===== src/rtl/mem_port_arbiter.sv =====
// mem_port_arbiter
//   Shares one single-port program/data memory between three requesters:
//   instruction fetch, execute-stage load/store, and the display scanner
//   (debug, read-only). One access is in flight at a time. Each access runs
//   IDLE -> ISSUE -> WAIT (MEM_LAT cycles) -> DONE -> IDLE.
//
//   Handshake: a requester raises its level req together with stable
//   addr/we/wdata and holds them until the cycle in which its one-cycle ack
//   pulse is high. Only IDLE samples requests. A req still high in the IDLE
//   cycle after the ack is a new access.
//
//   Priority is data > fetch > debug. A debug request that has lost
//   STARVE_LIMIT arbitrations in a row wins the next one.
//
// Ports
//   i_CLK, i_RST            memory clock, asynchronous active-low reset
//   i_FETCH_*/o_FETCH_*     fetch request, address, ack pulse, held read data
//   i_DATA_*/o_DATA_*       load/store request, we, address, wdata, ack, held load data
//   i_DBG_*/o_DBG_*         scanner request, address, ack pulse, held read data
//   o_MEM_*/i_MEM_RDATA     memory enable, write enable, address, wdata, read data
//   o_BUSY                  high whenever the FSM is not in IDLE
//   o_OWNER                 current owner: 00 none, 01 fetch, 10 data, 11 debug
//
// Optional build macro
//   MEM_PORT_ARBITER_PERF_EN  adds o_FETCH_STALL, a saturating count of cycles
//                             with fetch requesting but not being acked.
module mem_port_arbiter #(
  parameter int ADDR_W       = 8,
  parameter int DATA_W       = 16,
  parameter int MEM_LAT      = 1,
  parameter int STARVE_LIMIT = 4
) (
  input  logic              i_CLK,
  input  logic              i_RST,
  input  logic              i_FETCH_REQ,
  input  logic [ADDR_W-1:0] i_FETCH_ADDR,
  output logic              o_FETCH_ACK,
  output logic [DATA_W-1:0] o_FETCH_DATA,
  input  logic              i_DATA_REQ,
  input  logic              i_DATA_WE,
  input  logic [ADDR_W-1:0] i_DATA_ADDR,
  input  logic [DATA_W-1:0] i_DATA_WDATA,
  output logic              o_DATA_ACK,
  output logic [DATA_W-1:0] o_DATA_RDATA,
  input  logic              i_DBG_REQ,
  input  logic [ADDR_W-1:0] i_DBG_ADDR,
  output logic              o_DBG_ACK,
  output logic [DATA_W-1:0] o_DBG_RDATA,
  output logic              o_MEM_EN,
  output logic              o_MEM_WE,
  output logic [ADDR_W-1:0] o_MEM_ADDR,
  output logic [DATA_W-1:0] o_MEM_WDATA,
  input  logic [DATA_W-1:0] i_MEM_RDATA,
  output logic              o_BUSY,
  output logic [1:0]        o_OWNER
`ifdef MEM_PORT_ARBITER_PERF_EN
  ,
  output logic [15:0]       o_FETCH_STALL
`endif
);

  typedef enum logic [1:0] {S_IDLE, S_ISSUE, S_WAIT, S_DONE} state_t;

  localparam logic [1:0] OWN_NONE  = 2'b00;
  localparam logic [1:0] OWN_FETCH = 2'b01;
  localparam logic [1:0] OWN_DATA  = 2'b10;
  localparam logic [1:0] OWN_DBG   = 2'b11;

  localparam logic [3:0] AGE_MAX  = 4'(STARVE_LIMIT);
  localparam logic [2:0] LAT_LAST = 3'(MEM_LAT - 1);

  state_t            state;
  state_t            state_nxt;
  logic [1:0]        grant;
  logic [1:0]        owner;
  logic [3:0]        age;
  logic [2:0]        lat_cnt;
  logic [ADDR_W-1:0] addr_q;
  logic              we_q;
  logic [DATA_W-1:0] wdata_q;
  logic [DATA_W-1:0] fetch_data_q;
  logic [DATA_W-1:0] data_rdata_q;
  logic [DATA_W-1:0] dbg_rdata_q;

  // Winner among the live requests; only consumed while in IDLE.
  always_comb begin
    grant = OWN_NONE;
    if (i_DBG_REQ && (age == AGE_MAX)) grant = OWN_DBG;
    else if (i_DATA_REQ)               grant = OWN_DATA;
    else if (i_FETCH_REQ)              grant = OWN_FETCH;
    else if (i_DBG_REQ)                grant = OWN_DBG;
  end

  always_comb begin
    state_nxt = state;
    case (state)
      S_IDLE:  if (grant != OWN_NONE) state_nxt = S_ISSUE;
      S_ISSUE: state_nxt = S_WAIT;
      S_WAIT:  if (lat_cnt == LAT_LAST) state_nxt = S_DONE;
      S_DONE:  state_nxt = S_IDLE;
      default: state_nxt = S_IDLE;
    endcase
  end

  always_ff @(posedge i_CLK or negedge i_RST) begin
    if (!i_RST) state <= S_IDLE;
    else        state <= state_nxt;
  end

  always_ff @(posedge i_CLK or negedge i_RST) begin
    if (!i_RST) begin
      owner        <= OWN_NONE;
      age          <= '0;
      lat_cnt      <= '0;
      addr_q       <= '0;
      we_q         <= 1'b0;
      wdata_q      <= '0;
      fetch_data_q <= '0;
      data_rdata_q <= '0;
      dbg_rdata_q  <= '0;
    end else begin
      case (state)
        S_IDLE: begin
          owner <= grant;
          case (grant)
            OWN_FETCH: begin
              addr_q  <= i_FETCH_ADDR;
              we_q    <= 1'b0;
              wdata_q <= '0;
            end
            OWN_DATA: begin
              addr_q  <= i_DATA_ADDR;
              we_q    <= i_DATA_WE;
              wdata_q <= i_DATA_WDATA;
            end
            OWN_DBG: begin
              addr_q  <= i_DBG_ADDR;
              we_q    <= 1'b0;
              wdata_q <= '0;
            end
            default: ;
          endcase
          // Age tracks consecutive lost arbitrations of a pending debug req.
          if (i_DBG_REQ) begin
            if (grant == OWN_DBG)    age <= '0;
            else if (age < AGE_MAX)  age <= age + 4'd1;
          end
        end
        S_ISSUE: lat_cnt <= '0;
        S_WAIT: begin
          lat_cnt <= lat_cnt + 3'd1;
          if (lat_cnt == LAT_LAST) begin
            case (owner)
              OWN_FETCH: fetch_data_q <= i_MEM_RDATA;
              OWN_DATA:  if (!we_q) data_rdata_q <= i_MEM_RDATA;
              OWN_DBG:   dbg_rdata_q <= i_MEM_RDATA;
              default: ;
            endcase
          end
        end
        S_DONE:  owner <= OWN_NONE;
        default: owner <= OWN_NONE;
      endcase
    end
  end

  assign o_MEM_EN     = (state == S_ISSUE);
  assign o_MEM_WE     = (state == S_ISSUE) && we_q;
  assign o_MEM_ADDR   = addr_q;
  assign o_MEM_WDATA  = wdata_q;
  assign o_FETCH_ACK  = (state == S_DONE) && (owner == OWN_FETCH);
  assign o_DATA_ACK   = (state == S_DONE) && (owner == OWN_DATA);
  assign o_DBG_ACK    = (state == S_DONE) && (owner == OWN_DBG);
  assign o_FETCH_DATA = fetch_data_q;
  assign o_DATA_RDATA = data_rdata_q;
  assign o_DBG_RDATA  = dbg_rdata_q;
  assign o_BUSY       = (state != S_IDLE);
  assign o_OWNER      = owner;

`ifdef MEM_PORT_ARBITER_PERF_EN
  always_ff @(posedge i_CLK or negedge i_RST) begin
    if (!i_RST) begin
      o_FETCH_STALL <= '0;
    end else if (i_FETCH_REQ && !o_FETCH_ACK && (o_FETCH_STALL != 16'hFFFF)) begin
      o_FETCH_STALL <= o_FETCH_STALL + 16'd1;
    end
  end
`else
  // Stall counter not built.
`endif

endmodule


===== config.mk =====
export PLATFORM = sky130hd
export DESIGN_NAME = mem_port_arbiter
export DESIGN_NICKNAME = d
export VERILOG_FILES = /design/src/rtl/mem_port_arbiter.sv
export SDC_FILE = /design/constraint.sdc
export NUM_CORES = 1
export LEC_CHECK = 0
export BUFFER_PORTS_ARGS = -buffer_cell sky130_fd_sc_hd__buf_2
export CAP_MARGIN = 15
export CORE_MARGIN = 4
export CORE_UTILIZATION = 41
export DETAILED_ROUTE_END_ITERATION = 8
export MAX_ROUTING_LAYER = met4
export PLACE_DENSITY = 0.73
export SLEW_MARGIN = 25
export SYNTH_ARGS = -nofsm -noshare
export SYNTH_HDL_FRONTEND = slang
export SYNTH_SLANG_ARGS = --single-unit

===== constraint.sdc =====
create_clock -name i_CLK -period 2.5 [get_ports i_CLK]
set_clock_uncertainty 0.05 [all_clocks]
set_input_delay 0.75 -clock i_CLK [delete_from_list [all_inputs] [get_ports i_CLK]]
set_output_delay 0.75 -clock i_CLK [all_outputs]
set_load 0.02 [all_outputs]

==> results.md, run 1 <==
* Post-synth top flop: dfrtp_1
* Crit-path max FO at 8
* Max Slew Vio Count at 0
* H-tree depth at 3
* Fillers at between 700 and 800
* Proportion of synthesized area in mux cells at between 10% and 20%
* RSZ-0062 raised after global routing: false
* Pin count of the biggest net entering global routing at 49
* Register area at about 0.0021 sq mm
* Post-synthesis simple-gate area fraction at 7.26%
* Fin. Hold Viols at 0
* Syn_nets at ~330
* Clk sinks at between 80 and 90
* N_diodes at 0
* Async set-or-reset flop fraction in the synthesized netlist at 100%
* Most instantiated cells after synthesis: dfrtp_1 (84), mux2_2 (49), a22o_1 (18)
* WL/cell at roughly 17 um
* Inst Count DP at 498
* Max Cap Viol at 0
* Clock transition at path regs at ~90 ps
* Hold Path Class: in2async
* Cell Area, Placed at 0.00437 sq mm
* Starting Density at a little over two fifths
* Top-count cell post-synth: dfrtp_1
* Number of global-route vias before repair at 2710
* Crit path kind: reg2out
* Via Count at between 2000 and 3000
* Final hold slack at about 310 ps
* Status: complete, no violations
* First-pass GRT wire length at about 13000 um
* Die Width at around 100 um
* DRC violations left at 0
* Cells after synthesis at approximately 260
* Setup TNS at 0 ps
* First-iteration detailed-routing DRC count at 63
* Fin cells at 514
* Critical Path Start Type: register
* Row Count at 33
* #FFs+latches synth at 84
* Xor/xnor share of the synthesized area at 0%
* Setup violations, final at 0
* Detailed Place HPWL at 6280 um
* Post_cts resized at 0
* CTS Buf Count at 9
* Synth top area cells: dfrtp_1 (58%), mux2_2 (15%), a22o_1 (4.4%)
* Worst-margin pin slew at between 600 and 700 ps
* Fmax at 440 MHz
* P&R area growth vs syn at 26.9%
* Final Cell Area at between 0.004 and 0.005 sq mm
* NumNets Final at 474
* IO Port Bufs at 141
* Clock Latency Late Sink at approximately 340 ps
* Post-CTS setup buffers at 0
* Post-synth EDFFs at 0
* Yosys top cell area share at between 50% and 60%
* Pleak at 2.29 nW
* Drt first pass iters at 4
* CP Capture Type: output port
* Core area at 0.00838 sq mm
* GRT Total Usage at between 15 and 20%
* Tmin final at around 2300 ps
* ANT nets after route at 0
* Multi-input logic area at around 0.0013 sq mm
* Data arrival, critical path at roughly 1500 ps
* Pwr Density at about 1400 mW/mm^2
* Tcrit/Tclk final at a little over 90%
* Cell variety after synth at 38
* Vias per inst at just over 5
* Largest family of logic cells by synthesized area: multiplexers
* Largest area contributor in the synthesized netlist: dfrtp_1
* Post-synthesis adder-cell area fraction at under 10%
* Initial antenna violation count at 0
* Die ar. at about 0.010 sq mm
* Share of layout cells above drive strength 1 at a little under three fifths
* Clock buffer depth at 2
* Slew headroom at 57.5%
* YS warnings at 0
* GPL Wtd Cong at about 0.78
* Die H at roughly 100 um
* Synth Area in Compound Gates at 11.6%
* Synthesized area at about 0.0036 sq mm
* CTS tree: built
* Gr ovfl total at 0
* Io pins at 142
* CTS hold repair buffers at 0
* Final WL at between 8000 and 9000 um
* VDD IR max at roughly 0.00074 V
* CTS Root Cell: clkbuf_8
* Worst path required time at around 1700 ps
* Sequential area share after synthesis at roughly 58%
* Synth Area per Inst at between 10 and 15 sq um
-- registers in the layout (all words and copies together) (netlist names) --
name          count
lat_cnt           3
o_FETCH_DATA     16
o_DATA_RDATA     16
o_OWNER           2
we_q              1
state             2
o_MEM_ADDR        8
o_MEM_WDATA      16
o_DBG_RDATA      16
age               4
-- critical path, cell delays in order, from the launching register on --
cell and delay, ps:
dfrtp_1 420, inv_1 100, ha_1 340, inv_1 100, buf_2 170
-- layout by cell type, fill, tap and decap left out, drive strengths merged, types with 2 or more instances in the layout --
cell and n:
buf 145, dfrtp 84, mux2 50, a22o 18, nor2 14, nand2 13, inv 13, a21oi 11
clkbuf 9, a221oi 8, ha 8, o21ai 4, nand3 4, and2 2, and3b 2, and3 2
nand2b 2, a31oi 2, nor2b 2, clkinv 2
-- power breakdown --
part / leakage (nW) / switching (mW) / internal (mW) / total, mW
clock network: 0.102 / 0.518 / 0.476 / 0.994
logic: 1.17 / 1.72 / 1.20 / 2.92
registers: 1.02 / 0.390 / 2.02 / 2.41
-- worst paths after layout --
| path | slack [ps] | depth (start not counted) | startpoint | end |
|---|---|---|---|---|
| hold / removal | 310 | 1 | i_RST | o_MEM_ADDR[7]$_DFFE_PN0P_ |
| hold reg to reg | 460 | 1 | o_DATA_RDATA[14]$_DFFE_PN0P_ | o_DATA_RDATA[14]$_DFFE_PN0P_ |
| min in group i_CLK | 460 | 1 | o_DATA_RDATA[14]$_DFFE_PN0P_ | o_DATA_RDATA[14]$_DFFE_PN0P_ |
| setup / recovery | 230 | 4 | state[0]$_DFFE_PN0P_ | o_BUSY |
| max in group asynchronous | 1470 | 2 | i_RST | o_MEM_WDATA[12]$_DFFE_PN0P_ |
| setup reg to reg | 520 | 4 | state[0]$_DFFE_PN0P_ | o_DBG_RDATA[2]$_DFFE_PN0P_ |
-- per-stage QoR --
stage | util [%] | setup slack, ps | total power [mW]
after global routing | 54.5 | 112 | 6.73
final | 54.5 | 227 | 6.33
after floorplan | - | 705 | 4.40
after detailed placement | 52.1 | 478 | 5.40
after CTS | 54.5 | 224 | 6.40
after global placement | 52.1 | 520 | 5.30
-- per-layer routing --
| layer | GRT usage (%) | vias up | wire length [um] |
|---|---|---|---|
| li1 | - | 1229 | - |
| met1 | 21.7 | 1343 | 3520 |
| met2 | 28.2 | 73 | 4410 |
| met3 | 3.10 | 9 | 466 |
| met4 | 5.52 | 0 | 108 |
| met5 | - | - | 0 |
-- cells by family after synthesis --
family          after synthesis
simple gates                 47
compound gates               49
flops                        84
mux                          50
buf+inv                      24
fa+ha+maj                     8
-- cell type report --
type	count	share of cell area [%]
clock buffer	9	2.71
clock inverter	7	1.75
inverter	10	0.821
multi-input combinational	154	29.4
sequential	84	46.0
tap	105	2.87
timing repair buffer	145	16.4
No activity file was read; power rests on OpenSTA's default activity.
==> run 2, diff against run 1 <==
--- a/config.mk
+++ b/config.mk
@@ -8,10 +8,10 @@
 export BUFFER_PORTS_ARGS = -buffer_cell sky130_fd_sc_hd__buf_2
 export CAP_MARGIN = 15
 export CORE_MARGIN = 4
-export CORE_UTILIZATION = 41
+export CORE_UTILIZATION = 48
 export DETAILED_ROUTE_END_ITERATION = 8
 export MAX_ROUTING_LAYER = met4
-export PLACE_DENSITY = 0.73
+export PLACE_DENSITY = 0.83
 export SLEW_MARGIN = 25
 export SYNTH_ARGS = -nofsm -noshare
 export SYNTH_HDL_FRONTEND = slang
==> run 2 against run 1 <==
Compared with the run above:
- fmax increased by 1.6%
- clock power decreased by 4.4%
- via count decreased by 1.2%
- critical path depth unchanged
- routed wire length decreased by 4.8%
- first-iteration DRC count increased by 11%
- cell area decreased by 0.11%
- power decreased by 0.64%
- combinational power about the same
- final cell count decreased by 0.97%
- largest cell class unchanged
- largest power group unchanged
==> results.md, run 2 (same netlist as run 1, synthesis figures left out) <==
* Status: complete, no violations
* First-pass GRT wire length at 13100 um
* Tmin final at ~2200 ps
* Clk sinks at 84
* Row Count at 31
* Crit path kind: reg2out
* Critical Path Start Type: register
* Setup violations, final at 0
* R2R Setup Slk at ~530 ps
* Pwr Density at about 1400 mW/mm^2
* N_diodes at 0
* Most frequent cells in the layout: buf_2 (140), dfrtp_1 (84), mux2_2 (49)
* First-iteration detailed-routing DRC count at 70
* Register area at 0.00210 sq mm
* Setup WS post-layout at 263 ps
* NumNets Final at 475
* Post_cts resized at 0
* DRC violations left at 0
* Pleak at around 2.3 nW
* Fillers at between 600 and 700
* Fmax at around 450 MHz
* Drt first pass iters at 4
* Fin cells at 509
* Io pins at 142
* Max Cap Viol at 0
* CTS Buf Count at 9
* Detailed Place HPWL at just over 6000 um
* VDD IR max at approximately 0.00058 V
* Slew headroom at 56.4%
* P&R area growth vs syn at 26.8%
* Share of layout cells above drive strength 1 at 55.1%
* Final Cell Area at between 0.004 and 0.005 sq mm
* Worst reg2reg startpoint: state[0]$_DFFE_PN0P_
* Crit-path max FO at 8
* IO Port Bufs at around 140
* CTS hold repair buffers at 0
* Via Count at about 2600
* Worst r2r path cells at 4
* Initial antenna violation count at 0
* Clock Latency Late Sink at ~330 ps
* Vias per inst at approximately 5
* Inst Count DP at a little under 500
* RSZ-0062 raised after global routing: false
* Starting Density at just under 50%
* Worst path required time at between 1500 and 2000 ps
* Number of global-route vias before repair at around 2800
* WL/cell at ~16 um
* GRT Total Usage at 19.3%
* CTS tree: built
* Clock buffer depth at 2
* Fin. Hold Viols at 0
* Die ar. at around 0.009 sq mm
* Commonest non-fill, non-tap cell in the layout: buf_2
* RR Endpoint: o_DBG_RDATA[4]$_DFFE_PN0P_
* Pin count of the biggest net entering global routing at 35
* Multi-input logic area at 0.00135 sq mm
* Cell Area, Placed at about 0.0044 sq mm
* Power Total at 6.29 mW
* Gr ovfl total at 0
* Data arrival, critical path at about 1400 ps
* CP Capture Type: output port
* CTS Root Cell: clkbuf_8
* Max Slew Vio Count at 0
* Tcrit/Tclk final at between 80 and 90%
* Critical Path Source: state[0]$_DFFE_PN0P_
* Worst-margin pin slew at roughly 650 ps
* Post-CTS setup buffers at 0
* ANT nets after route at 0
* H-tree depth at 3
* Die Width at about 95 um
* GPL Wtd Cong at a little over 0.8
* Final WL at 8090 um
* Core area at 0.00729 sq mm
* Clock transition at path regs at 80 ps
* Place WS at 477 ps
* Setup TNS at 0 ps
* Hold Path Class: in2async
* Die H at 94.6 um
==> run 2: changes by cell type in the layout (fill, tap and decap cells not counted) <==
cell        previous run  this run
clkinv_4               1         0
clkbuf_1               0         1
clkinvlp_4             1         2
inv_6                  2         3
inv_8                  1         0
clkinv_2               1         0
buf_4                  4         5
==> run 2: critical path: stages, from the launching register on <==
cell,delay (ps)
dfrtp_1,420
inv_1,100
ha_1,310
inv_1,90
buf_2,170
==> run 2: area by class of cell <==
type,instances,area share [%]
inverters,10,0.822
flip-flops and latches,84,46.0
multi-input cells,154,29.5
repair buffers,146,16.6
clock buffers,10,2.79
clock inverters,6,1.56
well taps,99,2.71
==> run 2: worst max-delay path by stage <==
stage,endpoint,slack (ps),depth (start not counted)
floorplan,o_MEM_WDATA[10]$_DFFE_PN0P_,710,6
global placement,o_MEM_ADDR[1]$_DFFE_PN0P_,540,6
detailed placement,o_MEM_ADDR[5]$_DFFE_PN0P_,480,6
CTS,o_BUSY,250,4
global route,o_BUSY,180,4
finish,o_BUSY,260,4
==> run 2: metrics by stage <==
stage               hold WS (ps)  util (%)
floorplan                    404         -
global placement             432      59.9
detailed placement           437      59.9
CTS                          284      62.6
global route                 298      62.6
finish                       282      62.6
==> run 2: where the power goes <==
group | internal (mW) | total (mW) | switching (mW)
Sequential | 2.03 | 2.42 | 0.398
Combinational | 1.20 | 2.91 | 1.71
Clock | 0.472 | 0.950 | 0.478
==> run 2: routing by layer <==
layer / share of wire (%) / up-vias / routed length [um] / GRT usage [%]
met1: 40 / 1305 / 3210 / 22.1
li1: - / 1232 / - / -
met2: 54 / 67 / 4390 / 33.5
met3: 4.0 / 17 / 324 / 2.95
met4: 2.1 / 0 / 172 / 8.41
met5: 0 / - / 0 / -
==> run 3, diff against run 2 <==
--- a/config.mk
+++ b/config.mk
@@ -8,10 +8,10 @@
 export BUFFER_PORTS_ARGS = -buffer_cell sky130_fd_sc_hd__buf_2
 export CAP_MARGIN = 15
 export CORE_MARGIN = 4
-export CORE_UTILIZATION = 48
+export CORE_UTILIZATION = 44
 export DETAILED_ROUTE_END_ITERATION = 8
 export MAX_ROUTING_LAYER = met4
-export PLACE_DENSITY = 0.83
+export PLACE_DENSITY = 0.8
 export SLEW_MARGIN = 25
 export SYNTH_ARGS = -nofsm -noshare
 export SYNTH_HDL_FRONTEND = slang
==> constraint.sdc (replaced) <==
create_clock -name i_CLK -period 2 [get_ports i_CLK]
set_clock_uncertainty 0.05 [all_clocks]
set_input_delay 0.6 -clock i_CLK [delete_from_list [all_inputs] [get_ports i_CLK]]
set_output_delay 0.6 -clock i_CLK [all_outputs]
set_load 0.02 [all_outputs]
==> run 3 against run 2 <==
Compared with the run above:
- sequential power increased by 26%
- count of clock-buffer cells in the layout is 1 lower
- routed wire length grew 4.3%
- first-iteration DRC count is 20% lower
- combinational power grew 32%
- die area up 8.3%
- via count is 0.34% higher
- cell area increased by 3.3%
- non-clock buffer count increased by 3
- utilization down 2.5 points
- critical path depth shrank 1
- power rose by 32%
- largest cell class unchanged
- largest power group unchanged
==> results.md, run 3 (same netlist as run 1, synthesis figures left out) <==
* Critical-path cell list: ha_4 -> and3b_1 -> buf_6
* Fin cells at about 510
* Clock transition at path regs at approximately 80 ps
* Sequential power share at roughly 37%
* Crit path kind: reg2out
* WL/cell at ~16 um
* Core area at between 0.007 and 0.008 sq mm
* Clock Latency Late Sink at around 340 ps
* Critical Path Start Type: register
* P&R area growth vs syn at 30.9%
* Inst Count DP at about 500
* Worst-margin pin slew at 648 ps
* GRT Total Usage at 18.2%
* Detailed Place HPWL at about 6300 um
* Critical Path Max Stage Delay at 450 ps
* Commonest non-fill, non-tap cell in the layout: buf_2
* Fin. Hold Viols at 0
* CTS Root Cell: clkbuf_8
* Clk pwr share at 17.1%
* VDD IR max at about 0.00077 V
* Via Count at between 2000 and 3000
* Row Count at 32
* Switching share of power at 39.8%
* Tmin final at ~1900 ps
* Max Slew Vio Count at 0
* Share of layout cells above drive strength 1 at 57.8%
* Starting Density at ~46%
* ANT nets after route at 0
* Clock buffer depth at 2
* CP Capture Type: output port
* Most frequent cells in the layout: buf_2 (137), dfrtp_1 (82), mux2_2 (49)
* Vias per inst at a little over 5
* Tcrit/Tclk final at 97.5%
* Drt first pass iters at 4
* Critical Path Source: state[0]$_DFFE_PN0P_
* NumNets Final at ~480
* Worst path required time at around 1400 ps
* First-iteration detailed-routing DRC count at 56
* Slew headroom at 56.8%
* Setup violations, final at 0
* Internal at about 5.0 mW
* CTS tree: built
* Number of global-route vias before repair at slightly below 3000
* Gr ovfl total at 0
* Die H at between 90 and 100 um
* Die ar. at ~0.0097 sq mm
* Combinational share of power at 46.1%
* RSZ-0062 raised after global routing: true
* Max Cap Viol at 0
* Crit-path max FO at 5
* Pleak at between 2 and 2.5 nW
* First-pass GRT wire length at 14000 um
* Crit-path leading delay family: flip-flops
* IO Port Bufs at roughly 140
* Clk sinks at 84
* Die Width at approximately 98 um
* DRC violations left at 0
* CTS hold repair buffers at 0
* Fmax at 513 MHz
* Data arrival, critical path at about 1300 ps
* CP Buf/Inv Count at 1
* GPL Wtd Cong at between 0.7 and 0.8
* Fillers at 666
* Pwr Density at around 1800 mW/mm^2
* Pin count of the biggest net entering global routing at 85
* CTS Buf Count at 9
* N_diodes at 0
* Hold Path Class: in2async
* NetSw at 3.31 mW
* Io pins at about 140
* Worst reg2reg startpoint: state[0]$_DFFE_PN0P_
* Initial antenna violation count at 0
* Final WL at around 8400 um
* Status: complete, no violations
* CP max stage cell: dfrtp_2
* H-tree depth at 3
* Finished Core Util at between 60% and 70%
run 3: worst register-to-register path: stages, from the launching register on:
cell and delay (ps):
dfrtp_2 450, inv_2 90, ha_1 370, nand3_1 140
nor2_2 150, buf_12 170, mux2_2 350
run 3: final timing paths:
check                                                    to  slack [ps]  cells after the start
worst max-delay path                             o_DATA_ACK          50                      3
worst min-delay path              o_MEM_ADDR[5]$_DFFE_PN0P_         210                      2
worst max register to register  o_FETCH_DATA[3]$_DFFE_PN0P_         110                      6
worst min register to register  o_DATA_RDATA[4]$_DFFE_PN0P_         460                      1
max in group asynchronous        o_MEM_WDATA[2]$_DFFE_PN0P_        1320                      2
min in group i_CLK              o_MEM_WDATA[10]$_DFFE_PN0P_         420                      2
run 3: layout make-up:
class                   instances  area, sq um  share of cell area (%)
multi-input cells             154         1390                    29.4
flip-flops and latches         84         2100                    44.6
inverters                      10         37.5                   0.796
clock buffers                   9          124                    2.63
clock inverters                 6          114                    2.41
repair buffers                149          821                    17.4
well taps                     102          128                    2.71
run 3: per-stage QoR:
stage	cell area, sq um	hold slack (ps)	setup TNS [ps]	total power [mW]	setup slack [ps]
after global routing	4720	251	-26.9	8.81	-25.1
final	4720	206	0	8.31	50.3
after detailed placement	4410	436	0	6.85	29.2
after floorplan	3600	254	0	5.50	220
after global placement	4410	432	0	6.67	85.7
after CTS	4670	238	-28.7	8.35	-14.0
run 3: layer usage:
layer,up-vias,GRT usage (%),part of all wire [%]
li1,1240,-,-
met1,1290,21.3,41
met2,83,31.0,52
met3,17,3.26,5.2
met4,0,7.67,1.9
met5,-,-,0
run 3: power by group through the flow:
stage	registers (mW)	logic [mW]	clock network (mW)
after floorplan	3.92	1.58	0
after global placement	3.02	3.65	0
after detailed placement	3.06	3.79	0
after CTS	3.05	3.85	1.46
after global routing	3.18	4.12	1.52
final	3.06	3.83	1.42
run 3: timing repair:
action,4_1_cts,5_1_grt
setup buffers,0,1
pin swaps,0,0
endpoints found under the hold margin,0,0
endpoints found under the setup margin,8,20
gates resized for setup,5,12
cloned,0,0
